**src/rtl/hilo_acc_unit_if.sv**
```systemverilog
// -----------------------------------------------------------------------------
// hilo_acc_unit_if : request/response bundle between the EXE mul/div unit and HI/LO
// Rev 1.0
// -----------------------------------------------------------------------------
`default_nettype none

interface hilo_acc_unit_if #(
   parameter int DATA_W = 32
);
   logic              req_valid;
   logic              req_ready;
   logic [2:0]        req_op;
   logic [DATA_W-1:0] req_hi;
   logic [DATA_W-1:0] req_lo;
   logic              flush;
   logic [DATA_W-1:0] hi_o;
   logic [DATA_W-1:0] lo_o;
   logic              busy;
   logic              acc_done;

   modport master (
      output req_valid, req_op, req_hi, req_lo, flush,
      input  req_ready, hi_o, lo_o, busy, acc_done
   );

   modport slave (
      input  req_valid, req_op, req_hi, req_lo, flush,
      output req_ready, hi_o, lo_o, busy, acc_done
   );
endinterface

`default_nettype wire

```
**src/rtl/hilo_acc_unit.sv**
```systemverilog
// -----------------------------------------------------------------------------
// hilo_acc_unit : architectural HI/LO pair with 2-cycle split-carry MADD/MSUB
// Rev 1.0
// -----------------------------------------------------------------------------
`default_nettype none

module hilo_acc_unit #(
   parameter int DATA_W = 32
) (
   input  logic             clk,
   input  logic             rst,
   hilo_acc_unit_if.slave   bus
);
   localparam logic [2:0] OP_WR_BOTH = 3'b000;
   localparam logic [2:0] OP_ACC_ADD = 3'b001;
   localparam logic [2:0] OP_ACC_SUB = 3'b010;
   localparam logic [2:0] OP_MTHI    = 3'b011;
   localparam logic [2:0] OP_MTLO    = 3'b100;

   typedef enum logic [0:0] {
      IDLE = 1'b0,
      ACC  = 1'b1
   } state_t;

   state_t            state, state_nxt;
   logic [DATA_W-1:0] hi, hi_nxt;
   logic [DATA_W-1:0] lo, lo_nxt;
   logic [DATA_W-1:0] hi_opnd, hi_opnd_nxt;
   logic [DATA_W:0]   lo_sum, lo_sum_nxt;
   logic              acc_done, acc_done_nxt;
   logic              accept;
   logic              is_sub;
   logic [DATA_W-1:0] lo_opnd;

   assign accept  = bus.req_valid && (state == IDLE) && !bus.flush;
   assign is_sub  = (bus.req_op == OP_ACC_SUB);
   // Subtraction is two's complement: invert the operand, inject carry-in on the low word
   assign lo_opnd = is_sub ? ~bus.req_lo : bus.req_lo;

   always_comb begin
      state_nxt    = state;
      hi_nxt       = hi;
      lo_nxt       = lo;
      hi_opnd_nxt  = hi_opnd;
      lo_sum_nxt   = lo_sum;
      acc_done_nxt = 1'b0;
      case (state)
         IDLE: begin
            if (accept) begin
               case (bus.req_op)
                  OP_WR_BOTH: begin
                     hi_nxt = bus.req_hi;
                     lo_nxt = bus.req_lo;
                  end
                  OP_ACC_ADD, OP_ACC_SUB: begin
                     lo_sum_nxt  = {1'b0, lo} + {1'b0, lo_opnd} + {{DATA_W{1'b0}}, is_sub};
                     hi_opnd_nxt = is_sub ? ~bus.req_hi : bus.req_hi;
                     state_nxt   = ACC;
                  end
                  OP_MTHI: hi_nxt = bus.req_hi;
                  OP_MTLO: lo_nxt = bus.req_lo;
                  default: ;
               endcase
            end
         end
         ACC: begin
            state_nxt = IDLE;
            if (!bus.flush) begin
               hi_nxt       = hi + hi_opnd + {{(DATA_W-1){1'b0}}, lo_sum[DATA_W]};
               lo_nxt       = lo_sum[DATA_W-1:0];
               acc_done_nxt = 1'b1;
            end
         end
         default: state_nxt = IDLE;
      endcase
   end

   always_ff @(posedge clk) begin
      if (!rst) begin
         state    <= IDLE;
         hi       <= '0;
         lo       <= '0;
         hi_opnd  <= '0;
         lo_sum   <= '0;
         acc_done <= 1'b0;
      end else begin
         state    <= state_nxt;
         hi       <= hi_nxt;
         lo       <= lo_nxt;
         hi_opnd  <= hi_opnd_nxt;
         lo_sum   <= lo_sum_nxt;
         acc_done <= acc_done_nxt;
      end
   end

   assign bus.hi_o      = hi;
   assign bus.lo_o      = lo;
   assign bus.busy      = (state == ACC);
   assign bus.req_ready = (state == IDLE);
   assign bus.acc_done  = acc_done;
endmodule

`default_nettype wire
```
**src/flat_wrapper.sv**
```systemverilog
// flat-port wrapper written by rule: the top's interface ports become plain ports
module hilo_acc_unit_flat 
#(
   parameter int DATA_W = 32
)
  (clk, rst, bus_req_valid, bus_req_op, bus_req_hi, bus_req_lo, bus_flush, bus_req_ready, bus_hi_o, bus_lo_o, bus_busy, bus_acc_done);
  hilo_acc_unit_if #(.DATA_W(DATA_W)) bus_i ();
  input  logic clk;
  input  logic rst;
  input wire logic [$bits(bus_i.req_valid)-1:0] bus_req_valid;
  input wire logic [$bits(bus_i.req_op)-1:0] bus_req_op;
  input wire logic [$bits(bus_i.req_hi)-1:0] bus_req_hi;
  input wire logic [$bits(bus_i.req_lo)-1:0] bus_req_lo;
  input wire logic [$bits(bus_i.flush)-1:0] bus_flush;
  output wire logic [$bits(bus_i.req_ready)-1:0] bus_req_ready;
  output wire logic [$bits(bus_i.hi_o)-1:0] bus_hi_o;
  output wire logic [$bits(bus_i.lo_o)-1:0] bus_lo_o;
  output wire logic [$bits(bus_i.busy)-1:0] bus_busy;
  output wire logic [$bits(bus_i.acc_done)-1:0] bus_acc_done;
  assign bus_i.req_valid = bus_req_valid;
  assign bus_i.req_op = bus_req_op;
  assign bus_i.req_hi = bus_req_hi;
  assign bus_i.req_lo = bus_req_lo;
  assign bus_i.flush = bus_flush;
  assign bus_req_ready = bus_i.req_ready;
  assign bus_hi_o = bus_i.hi_o;
  assign bus_lo_o = bus_i.lo_o;
  assign bus_busy = bus_i.busy;
  assign bus_acc_done = bus_i.acc_done;
  hilo_acc_unit #(.DATA_W(DATA_W)) u_core (.clk(clk), .rst(rst), .bus(bus_i));
endmodule
```
**config.mk**
```make
export PLATFORM = sky130hd
export DESIGN_NAME = hilo_acc_unit_flat
export DESIGN_NICKNAME = d
export VERILOG_FILES = /design/src/rtl/hilo_acc_unit_if.sv /design/src/rtl/hilo_acc_unit.sv /design/src/flat_wrapper.sv
export SDC_FILE = /design/constraint.sdc
export NUM_CORES = 1
export LEC_CHECK = 0
export ABC_AREA = 1
export ABC_CLOCK_PERIOD_IN_PS = 4770
export CELL_PAD_IN_SITES_DETAIL_PLACEMENT = 1
export CELL_PAD_IN_SITES_GLOBAL_PLACEMENT = 1
export CORE_MARGIN = 2
export CORE_UTILIZATION = 42
export DETAILED_ROUTE_END_ITERATION = 10
export HOLD_SLACK_MARGIN = 0.02
export MAX_ROUTING_LAYER = met4
export PLACE_DENSITY_LB_ADDON = 0.1
export SLEW_MARGIN = 20
export SYNTH_ARGS = -nofsm -noshare
export SYNTH_HDL_FRONTEND = slang
export SYNTH_SLANG_ARGS = --single-unit
```
**constraint.sdc**
```tcl
create_clock -name clk -period 4.77 [get_ports clk]
set_input_delay 0.954 -clock clk [delete_from_list [all_inputs] [get_ports clk]]
set_output_delay 0.954 -clock clk [all_outputs]
set_load 0.005 [all_outputs]
```
Yosys cells after proc, flatten, opt, wreduce, memory -nomap -nowiden
Cells that the tools add are included.
Storage, ports and cells
  bits in registers: 131
  input port bits: 71
  output and inout port bits: 67
  logic and storage cells: 46
Cells by class
  add/subtract/negate cells: 4
  equal/unequal tests: 8
  mux-type cells: 14
  bitwise logic cells: 3
  reductions and logical operators: 11
Operators with widths (count)
  32-bit 2-to-1 mux: 8
  32-bit one-hot mux with 2 select lines: 2
  32-bit NOT: 2
  32-bit by 32-bit adder with 33-bit output: 1
  33-bit by 1-bit adder with 33-bit output: 1
  32-bit by 1-bit adder with 32-bit output: 1
  32-bit adder: 1
  3-bit AND reduction: 3
  3-bit by 2-bit equality test with 1-bit output, second input constant: 2
  2-bit != test, second input constant: 3
  2-bit OR reduction: 3
  3-bit by 1-bit equality test with 1-bit output, second input constant: 1
  3-bit equality test, second input constant: 1
  3-bit logical NOT: 1
  1-bit 2-to-1 mux: 3
  1-bit logical AND: 2
  2-bit by 1-bit != test with 1-bit output, second input constant: 1
  1-bit one-hot mux with 2 select lines: 1
  2-bit AND reduction: 1
  1-bit logical NOT: 1
  1-bit NOT: 1

Longest topological paths before layout
Gate-level depths: netlist of the first run.
  word-level depth: 5
  depth in mapped cells: 20
  gate-level depth less buffers: 18

Worst setup path before layout of the first run
No wires, ideal clock.
  path type: input to register
  start: in bus_req_op[0]
  end: reg u_core.lo_sum[26]
  data arrival time: 3.066 ns
  data required time: 4.657 ns
  setup slack: 1.591 ns
  stages on the path: 19
  path buffers: 2
  cells stage by stage: inv_1 nand3_1 buf_2 buf_2 xor2_1 inv_1 fa_1 inv_1 nand3_2 nand2_2 nand2_2 nand2_2 nand2_1 nand2_2 nand4_2 nand3_1 nand2_1 o21ai_1 inv_1
Between the ends
  cells in the longest elaborated chain, start to end: 4
  elaborated cells between the ends (all ways): 7
RTL lines
  start: declaration: RTL line flat_wrapper.sv:11  | input wire logic [$bits(bus_i.req_op)-1:0] bus_req_op;
  3-bit by 2-bit equality test with 1-bit output: RTL line hilo_acc_unit.sv:36, hilo_acc_unit.sv:50
  32-bit 2-to-1 mux: RTL line hilo_acc_unit.sv:38  | assign lo_opnd = is_sub ? ~bus.req_lo : bus.req_lo;
  32-bit by 32-bit adder with 33-bit output: RTL line hilo_acc_unit.sv:56  | lo_sum_nxt = {1'b0, lo} + {1'b0, lo_opnd} + {{DATA_W{1'b0}}, is_sub};
  33-bit by 1-bit adder with 33-bit output: RTL line hilo_acc_unit.sv:56
  end signal: assignment: RTL line hilo_acc_unit.sv:91  | lo_sum <= lo_sum_nxt;
  end: declaration: RTL line hilo_acc_unit.sv:29  | logic [DATA_W:0] lo_sum, lo_sum_nxt;
Several ways; a longest one is shown, not always the timed one.
A chain may end at the register's enable or synchronous reset.

Final worst setup path of the first run
  start: in bus_req_op[1]
  end: reg u_core.lo_sum[30]
The elaborated chain is that of the path after synthesis.

==> flow_metrics.tcl, run 1 <==
set metrics [dict create \
    start_kind "input pin" \
    async_flop_share_pct 0 \
    cts_resized 0 \
    crit_buf_inv 5 \
    status "finished clean" \
    worstPathRequired_ps 5150 \
    drive_above_1_share_pct 5.65 \
    ff2ff_path_depth 14 \
    critical_path_arrival_ps 4140 \
    cts_max_level 4 \
    r2r_slack_ps 2160 \
    cts_tree "done" \
    die_h_um 157 \
    antenna_found_initial 0 \
    die_w_um 157 \
    relSlewSlack_pct 36.0 \
    drc 0 \
    cts_hold_buf 0 \
    num_antenna_cells 0 \
    grt_pass1_wl_um 57100 \
    tightest_slew_ps 960 \
    clk_path_buf_depth 2 \
    top_layer "met4" \
    fmax_mhz 266 \
    power_leakage_nw 5.52 \
    crit_family "simple AND/OR/NAND/NOR gates" \
    numPortBuffers 137 \
    whs_endpoint "u_core.bus.lo_o[0]" \
    end_kind "flop" \
    fin_skew_ps 11.7 \
    fin_nets 1771 \
    clockRootBuffer "clkbuf_16" \
    clock_sinks 131 \
    wl_met3_um 910 \
    setup_viol 0 \
    synth_edf_count 0 \
    core-area_um2 22800 \
    num_vias 10500 \
    max-cap-violations 0 \
    m1WireLength_um 14600 \
    postCtsSetupRepairBufs 0 \
    vdd_drop_max_mv 0.161 \
    initial_utilization_pct 43.1 \
    yosys_warnings 0 \
    overflow 0 \
    ys_ff_latch 131 \
    boundaryPins 138 \
    place_congestion 0.929 \
    synth_cells 1528 \
    grt_max_degree 78 \
    cp_max_fo 19 \
    dp_hpwl_um 25700 \
    min-delay-start "u_core.lo_sum[0]" \
    via_per_inst 5.36 \
    crit_type "input pin to flop" \
    num_rows 55 \
    first_pass_iters 5 \
    period_minus_slack_ps 3760 \
    r2r-start "u_core.bus.hi_o[0]" \
    cts_made_buffers 17 \
    grt_setup_unrepaired "no" \
    yosysSeqAreaShare_pct 26.7 \
    track_usage_pct 30.0 \
    grt_pass1_vias 11200 \
    critical-path-slowest-cell "clkdlybuf4s50_1" \
    finalSetupTns_ps 0 \
    cpMostUsedCell "nand2_2" \
    yosysUniqueCellTypes 43 \
    place_worst_setup_slack_ps 636 \
    final_hold_viol_count 0 \
    routed_wl_um 35000 \
    drtAntennaViolNets 0 \
    min_path_cells 2 \
    power_density_nw_per_um2 267 \
    critPathMaxStageDelay_ps 560 \
    wire_per_inst_um 17.8 \
    design.die.area_um2 24600 \
    syn_area_per_cell_um2 6.43 \
    hp-class "flop to flop" \
    synth_flop_cell "dfxtp_1" \
    fin_util_pct 52.7 \
    r2r_end "u_core.bus.hi_o[18]" \
    drv_slew 0 \
    cp_cell_sequence "clkdlybuf4s50_1, nand3_4, buf_12, xor2_1, inv_1, fa_1, inv_1, nand3_2, nand2_2, nand2_2, nand2_2, nand3_2, nand2_2, nand4_1, nand2_1, nand2_1, nand3_1, nand2_1, inv_1" \
    clk_pin_slew_ps 60 \
    synthToLayoutAreaGrowth_pct 22.3 \
    syn_nets 1665 \
    route.met2.wl_um 18500 \
    synth_area_um2 9820 \
    drtIter0Drc 447 \
    timing.final.ws_setup_ps 1010 \
    min_period_over_period_pct 78.9 \
    clock_latency_ps 430 \
]
-- cell usage in the layout, fill, tap and decap left out, types with 37 or more instances in the layout --
| cell type | netlist | routed |
|---|---|---|
| clkdlybuf4s50_1 | 0 | 136 |
| nor2_1 | 151 | 150 |
| inv_1 | 148 | 148 |
| a31oi_1 | 37 | 37 |
| nand2_1 | 388 | 387 |
| a21oi_1 | 149 | 149 |
| o21ai_0 | 128 | 128 |
| ha_1 | 63 | 63 |
| xor2_1 | 54 | 54 |
| dfxtp_1 | 131 | 130 |
| nand3_1 | 81 | 80 |
-- metal layers --
layer	track usage (%)	vias up
met5	-	-
met4	9.70	0
met3	3.99	59
met2	55.8	174
met1	33.1	5064
li1	-	5213
-- synthesized netlist by cell type, drive strengths merged (2+ instances only) --
cell type  instances  area, um2
nor3               7       40.0
a31oi             37        231
o21a               4       30.0
ha                63        788
clkbuf            29        109
dfxtp            131       2620
a21o               4       30.0
xnor2             36        315
nand3b             2       15.0
clkinv             3       12.5
nand4             12       81.3
nor4               2       12.5
o21bai             5       37.5
o211ai             6       45.0
inv              152        571
nor2             165        659
nand3             86        455
a21oi            155        798
fa                 3       60.1
buf               31        184
o21ai            134        674
nand2            399       1530
or2                5       33.8
xor2              54        473
-- worst max path at each step --
stage                         to  slack, ps           from  depth (start not counted)
3_5_place_dp   u_core.lo_sum[30]        640  bus_req_op[1]                         18
3_3_place_gp   u_core.lo_sum[26]        790  bus_req_op[1]                         18
2_1_floorplan  u_core.lo_sum[26]       1590  bus_req_op[0]                         19
6_report       u_core.lo_sum[30]       1010  bus_req_op[1]                         19
5_1_grt        u_core.lo_sum[30]        780  bus_req_op[1]                         18
4_1_cts        u_core.lo_sum[30]       1000  bus_req_op[1]                         19
-- layout make-up --
| class | count | area [um2] |
|---|---|---|
| Inverter | 155 | 583 |
| Timing Repair Buffer | 147 | 1450 |
| Sequential cell | 131 | 2620 |
| Clock buffer | 18 | 429 |
| Multi-Input combinational cell | 1182 | 6350 |
| Tap cell | 313 | 392 |
| Fill cell | 3084 | 10800 |
| Clock inverter | 14 | 179 |
-- tightest hold or removal path, cell delays in order, from the launching register on --
cell and delay, ps:
dfxtp_1 300, nand2_1 50, a31oi_1 70
-- report_power, final --
group | total, W | switching [W] | internal (W)
Clock | 0.00140 | 0.000567 | 0.000830
Combinational | 0.000636 | 0.000375 | 0.000260
Sequential | 0.00118 | 0.0000366 | 0.00114
-- registers in the layout, indices dropped and copies added (netlist names) --
name / count
u_core.bus.hi_o: 32
u_core.hi_opnd: 32
u_core.lo_sum: 33
u_core.bus.lo_o: 32
u_core.bus.acc_done: 1
u_core.bus.busy: 1
-- cell families (layout without fill, tap and decap cells) --
| group | count (synthesis) | after routing | synth area share (%) |
|---|---|---|---|
| xor gates and xnor gates | 90 | 90 | 8.02 |
| DFF | 131 | 131 | 26.7 |
| adders and majority gates | 66 | 66 | 8.63 |
| and+or+nand+nor | 680 | 680 | 28.9 |
| buffers and inverters | 215 | 334 | 8.91 |
| AOI/OAI and AO/OA | 346 | 346 | 18.9 |
-- metrics by stage --
stage          hold WS, ps  cells  power (W)  area, um2
3_5_place_dp           465   1928    0.00183      11400
5_1_grt                494   1960    0.00335      12000
6_report               476   1960    0.00321      12000
3_3_place_gp           460   1928    0.00181      11400
4_1_cts                474   1960    0.00322      12000
2_1_floorplan          447   1528    0.00158       9820
Power figures use the tool's default switching activity.
==> run 2, diff against run 1 <==
- ABC_CLOCK_PERIOD_IN_PS: 4770 -> 3100
- CORE_UTILIZATION: 42 -> 36
- clock period: 4.77 -> 3.1 ns (I/O delays scaled with it)
==> flow_metrics.tcl, run 2 (synthesis results as in run 1) <==
set metrics [dict create \
    largest_reg_flops 33 \
    clk_pin_slew_ps 60 \
    finalSetupTns_ps 0 \
    core-area_um2 26900 \
    final_hold_viol_count 0 \
    drv_slew 0 \
    fin_skew_ps 13.5 \
    num_vias 10700 \
    grt_pass1_vias 11300 \
    fillCellCount 3571 \
    timing.final.ws_setup_ps 217 \
    cp_cell_sequence "clkdlybuf4s50_1, nand3_4, buf_12, nand2_1, nand2_1, fa_1, inv_1, nand3_2, nand2_2, nand2_2, nand2_2, nand3_2, nand2_2, nand4_1, nand3_1, nand3_1, nand2_1, inv_1" \
    max-cap-violations 0 \
    design.die.area_um2 28600 \
    cts_resized 0 \
    cts_hold_buf 0 \
    min_period_over_period_pct 93.0 \
    cp_max_fo 17 \
    boundaryPins 138 \
    ff_latch_area_um2 2620 \
    status "finished clean" \
    drtIter0Drc 456 \
    dp_hpwl_um 27100 \
    overflow 0 \
    grt_pass1_wl_um 58200 \
    first_pass_iters 5 \
    antenna_found_initial 0 \
    final_cell_mix "nand2_1, nor2_1, a21oi_1, inv_1, clkdlybuf4s50_1" \
    top_register "u_core.lo_sum" \
    setup_viol 0 \
    wire_per_inst_um 17.4 \
    fmax_mhz 347 \
    crit_family "simple AND/OR/NAND/NOR gates" \
    vdd_drop_max_mv 0.359 \
    hp-class "flop to flop" \
    fin_nets 1851 \
    tightest_slew_ps 1010 \
    crit_buf_inv 4 \
    end_kind "flop" \
    grt_max_degree 96 \
    synthToLayoutAreaGrowth_pct 29.0 \
    start_kind "input pin" \
    power_leakage_nw 5.91 \
    num_rows 60 \
    critical_path_arrival_ps 3220 \
    cts_tree "done" \
    drc 0 \
    multi_input_area_um2 6350 \
    crit_type "input pin to flop" \
    worstPathRequired_ps 3440 \
    cpMostUsedCell "nand2_2" \
    critical-path-slowest-cell "clkdlybuf4s50_1" \
    die_w_um 169 \
    critPathMaxStageDelay_ps 530 \
    clk_path_buf_depth 2 \
    cts_made_buffers 17 \
    hold_slack_ps 479 \
    clockRootBuffer "clkbuf_16" \
    routed_wl_um 35900 \
    relSlewSlack_pct 33.0 \
    cts_max_level 4 \
    num_antenna_cells 0 \
    drive_above_1_share_pct 9.91 \
    clock_sinks 131 \
    grt_setup_unrepaired "no" \
    die_h_um 169 \
    clock_latency_ps 440 \
    initial_utilization_pct 36.6 \
    drtAntennaViolNets 0 \
    place_congestion 0.894 \
    track_usage_pct 26.1 \
    period_minus_slack_ps 2880 \
    via_per_inst 5.16 \
    place_worst_setup_slack_ps -235 \
    layout_commonest_cell "nand2_1" \
    postCtsSetupRepairBufs 0 \
    numPortBuffers 137 \
    power_density_nw_per_um2 398 \
]
-- run 2: metrics by stage --
| step | instance area, um2 | cells | total power (W) | utilization (%) |
|---|---|---|---|---|
| 6_report | 12700 | 2067 | 0.00504 | 47.2 |
| 5_1_grt | 12700 | 2067 | 0.00526 | 47.2 |
| 4_1_cts | 12700 | 2067 | 0.00508 | 47.2 |
| 3_5_place_dp | 12100 | 2036 | 0.00295 | 45.0 |
| 3_3_place_gp | 12100 | 2036 | 0.00292 | 45.0 |
| 2_1_floorplan | 9820 | 1528 | 0.00243 | - |
-- run 2: per-layer routing --
metal	track usage (%)	up-vias	part of all wire (%)
met5	-	-	0
met2	48.4	138	52
met4	6.24	0	1.5
li1	-	5385	-
met1	30.1	5102	44
met3	2.78	37	2.0
-- run 2: final timing paths --
| path | startpoint | endpoint | slack (ps) | depth (start not counted) |
|---|---|---|---|---|
| hold reg to reg | u_core.lo_sum[18] | u_core.bus.lo_o[18] | 480 | 2 |
| hold / removal | u_core.lo_sum[18] | u_core.bus.lo_o[18] | 480 | 2 |
| setup reg to reg | u_core.bus.hi_o[0] | u_core.bus.hi_o[30] | 520 | 14 |
| setup / recovery | bus_req_op[1] | u_core.lo_sum[30] | 220 | 18 |
-- run 2: power by group --
part           total, W  internal [W]  switching (W)
sequential      0.00181       0.00175      0.0000547
clock           0.00213       0.00126       0.000862
combinational   0.00111      0.000506       0.000600
-- run 2: cell type report --
type                    count  share of cell area [%]
clock inverters            12                    1.25
well taps                 341                    3.37
clock buffers              19                    3.41
inverters                 155                    4.60
repair buffers            227                    16.6
flip-flops and latches    131                    20.7
multi-input cells        1182                    50.1
-- run 2: worst register-to-register path: cells and delay by family (launching register included) --
kind                       cells  cell delay (ps)
AOI/OAI and AO/OA              1               50
DFF                            1              370
adders and majority gates      2              940
and+or+nand+nor               11             1100
==> run 3, diff against run 2 <==
- ABC_AREA: 1 -> default
- CORE_UTILIZATION: 36 -> 37
==> flow_metrics.tcl, run 3 <==
set metrics [dict create \
    clockRootBuffer "clkbuf_16" \
    num_vias 9131 \
    final_hold_viol_count 0 \
    die_h_um 160 \
    async_flop_share_pct 0 \
    crit_family "compound AO/OA/AOI/OAI gates" \
    clk_path_buf_depth 2 \
    met1_usage_pct 32.2 \
    synthTopCellsByArea "dfxtp_1, ha_1, a211oi_1, xnor2_1, a21oi_1" \
    synth_area_um2 9060 \
    clock_sinks 131 \
    overflow 0 \
    cp_cell_sequence "fa_2, fa_2, a211oi_4, o21ai_4, a2111oi_4, buf_4, o31ai_4, nand4_1, a211o_1, buf_4, o21ai_2, xnor2_1, a221oi_2" \
    cts_tree "done" \
    grt_max_degree 45 \
    yosys.area.top_type_share_pct 29.0 \
    yosysTopAreaCell "dfxtp_1" \
    core-area_um2 24200 \
    end_kind "flop" \
    grt_pass1_wl_um 52100 \
    yosysUniqueCellTypes 74 \
    fin_skew_ps 14.1 \
    cp_max_fo 3 \
    drv_slew 0 \
    ff2ff_path_depth 13 \
    final_cell_mix "buf_4, clkdlybuf4s50_1, dfxtp_1, nor2_1, nand2_1" \
    min_period_over_period_pct 99.6 \
    die_w_um 160 \
    min_path_cells 2 \
    critPathMaxStageDelay_ps 410 \
    max-cap-violations 0 \
    crit_type "flop to flop" \
    boundaryPins 138 \
    synth_cells 1098 \
    vdd_drop_max_mv 0.303 \
    grt_pass1_vias 9700 \
    cts_made_buffers 17 \
    yosys_warnings 0 \
    busiest_layer "met2" \
    crit_buf_inv 2 \
    fin_nets 1474 \
    critical_path_arrival_ps 3420 \
    layout_commonest_cell "buf_4" \
    synth_commonest_cells "dfxtp_1, nor2_1, a21oi_1" \
    worstPathRequired_ps 3430 \
    dp_cells 1625 \
    tightest_slew_ps 917 \
    track_usage_pct 25.8 \
    synth_edf_count 0 \
    first_pass_iters 4 \
    antenna_found_initial 0 \
    num_rows 57 \
    clk_pin_slew_ps 60 \
    routed_wl_um 32200 \
    fmax_mhz 324 \
    syn_nets 1235 \
    numPortBuffers 137 \
    gr-usage-met2_pct 44.1 \
    syn_area_per_cell_um2 8.25 \
    start_kind "flop" \
    synth.most_common_cell "dfxtp_1" \
    setup_viol 0 \
    fin_cells 1673 \
    dp_hpwl_um 23400 \
    drive_above_1_share_pct 20.1 \
    relSlewSlack_pct 38.6 \
    critical-path-slowest-cell "fa_2" \
    grt_setup_unrepaired "yes" \
    power_leakage_nw 5.10 \
    place_congestion 0.843 \
    cts_hold_buf 0 \
    power_density_nw_per_um2 409 \
    ys_ff_latch 131 \
    cp.depth 13 \
    initial_utilization_pct 37.5 \
    yosysSeqAreaShare_pct 29.0 \
    largest_reg_flops 33 \
    groute.layer.met3.usage_pct 3.18 \
    clock_latency_ps 430 \
    cts_max_level 4 \
    drc 0 \
    hp-class "flop to flop" \
    drtIter0Drc 394 \
    num_antenna_cells 0 \
    period_minus_slack_ps 3090 \
    finalSetupTns_ps 0 \
    design.die.area_um2 25700 \
    status "finished clean" \
    synth_flop_cell "dfxtp_1" \
    top_register "u_core.lo_sum" \
    synthToLayoutAreaGrowth_pct 41.3 \
    drtAntennaViolNets 0 \
    via_per_inst 5.46 \
    wire_per_inst_um 19.2 \
]
run 3: cell count changes after synthesis, moves of 54 or more:
cell      previous run  this run
nand2_1            388        90
inv_1              148        16
a211oi_1             1        84
o21ai_0            128        54
nand3_1             81        18
a21oi_1            149        95
run 3: repair_timing:
| action | CTS | global route |
|---|---|---|
| buffers inserted | 9 | 9 |
| cloned | 0 | 0 |
| setup endpoints to repair | 30 | 23 |
| resized for setup | 45 | 35 |
| pin swaps | 27 | 23 |
run 3: where the power goes:
part           internal [W]  switching, W  leakage, nW  total [W]
registers           0.00175     0.0000593         1.07    0.00181
logic              0.000609      0.000612         3.74    0.00122
clock network       0.00137      0.000833        0.292    0.00220
total               0.00373       0.00150         5.10    0.00523
run 3: per-layer routing:
metal	vias up	part of all wire, %
li1	4468	-
met1	4464	45
met2	165	50
met3	34	3.2
met4	0	1.7
met5	-	0
run 3: tightest hold or removal path: stages, from the launching register on:
cell and delay, ps:
dfxtp_1 310, nand2_1 50, a21oi_1 50
run 3: final timing paths:
check                     start                  end  slack, ps
min reg2reg   u_core.lo_sum[24]    u_core.lo_sum[24]        460
max          u_core.bus.hi_o[0]  u_core.bus.hi_o[28]         10
max reg2reg  u_core.bus.hi_o[0]  u_core.bus.hi_o[28]         10
min           u_core.lo_sum[24]    u_core.lo_sum[24]        460
run 3: layout make-up:
type                    instances  area (um2)
clock buffers                  19         443
repair buffers                294        2630
fillers                      2813       11400
inverters                      17        65.1
clock inverters                12         179
flip-flops and latches        131        2630
multi-input cells             876        6450
well taps                     324         405
run 3: logic make-up after synthesis:
| kind of cell | count (synthesis) | synth area share, % |
|---|---|---|
| xor gates and xnor gates | 115 | 11.1 |
| adders and majority gates | 66 | 9.37 |
| buffers and inverters | 91 | 3.90 |
| muxes | 38 | 4.20 |
| DFF | 131 | 29.0 |
| AOI/OAI and AO/OA | 369 | 28.1 |
| and+or+nand+nor | 288 | 14.3 |
run 3: per-stage QoR:
| step | cell area [um2] | util (%) | setup WS [ps] | power, W | hold WS [ps] |
|---|---|---|---|---|---|
| after global routing | 12800 | 52.9 | -140 | 0.00548 | 482 |
| after global placement | 11700 | 48.6 | -779 | 0.00296 | 438 |
| after detailed placement | 11700 | 48.6 | -853 | 0.00299 | 451 |
| after floorplan | 9160 | - | -171 | 0.00245 | 432 |
| after CTS | 12600 | 52.0 | -45.6 | 0.00525 | 458 |
| final | 12800 | 52.9 | 12.0 | 0.00523 | 458 |
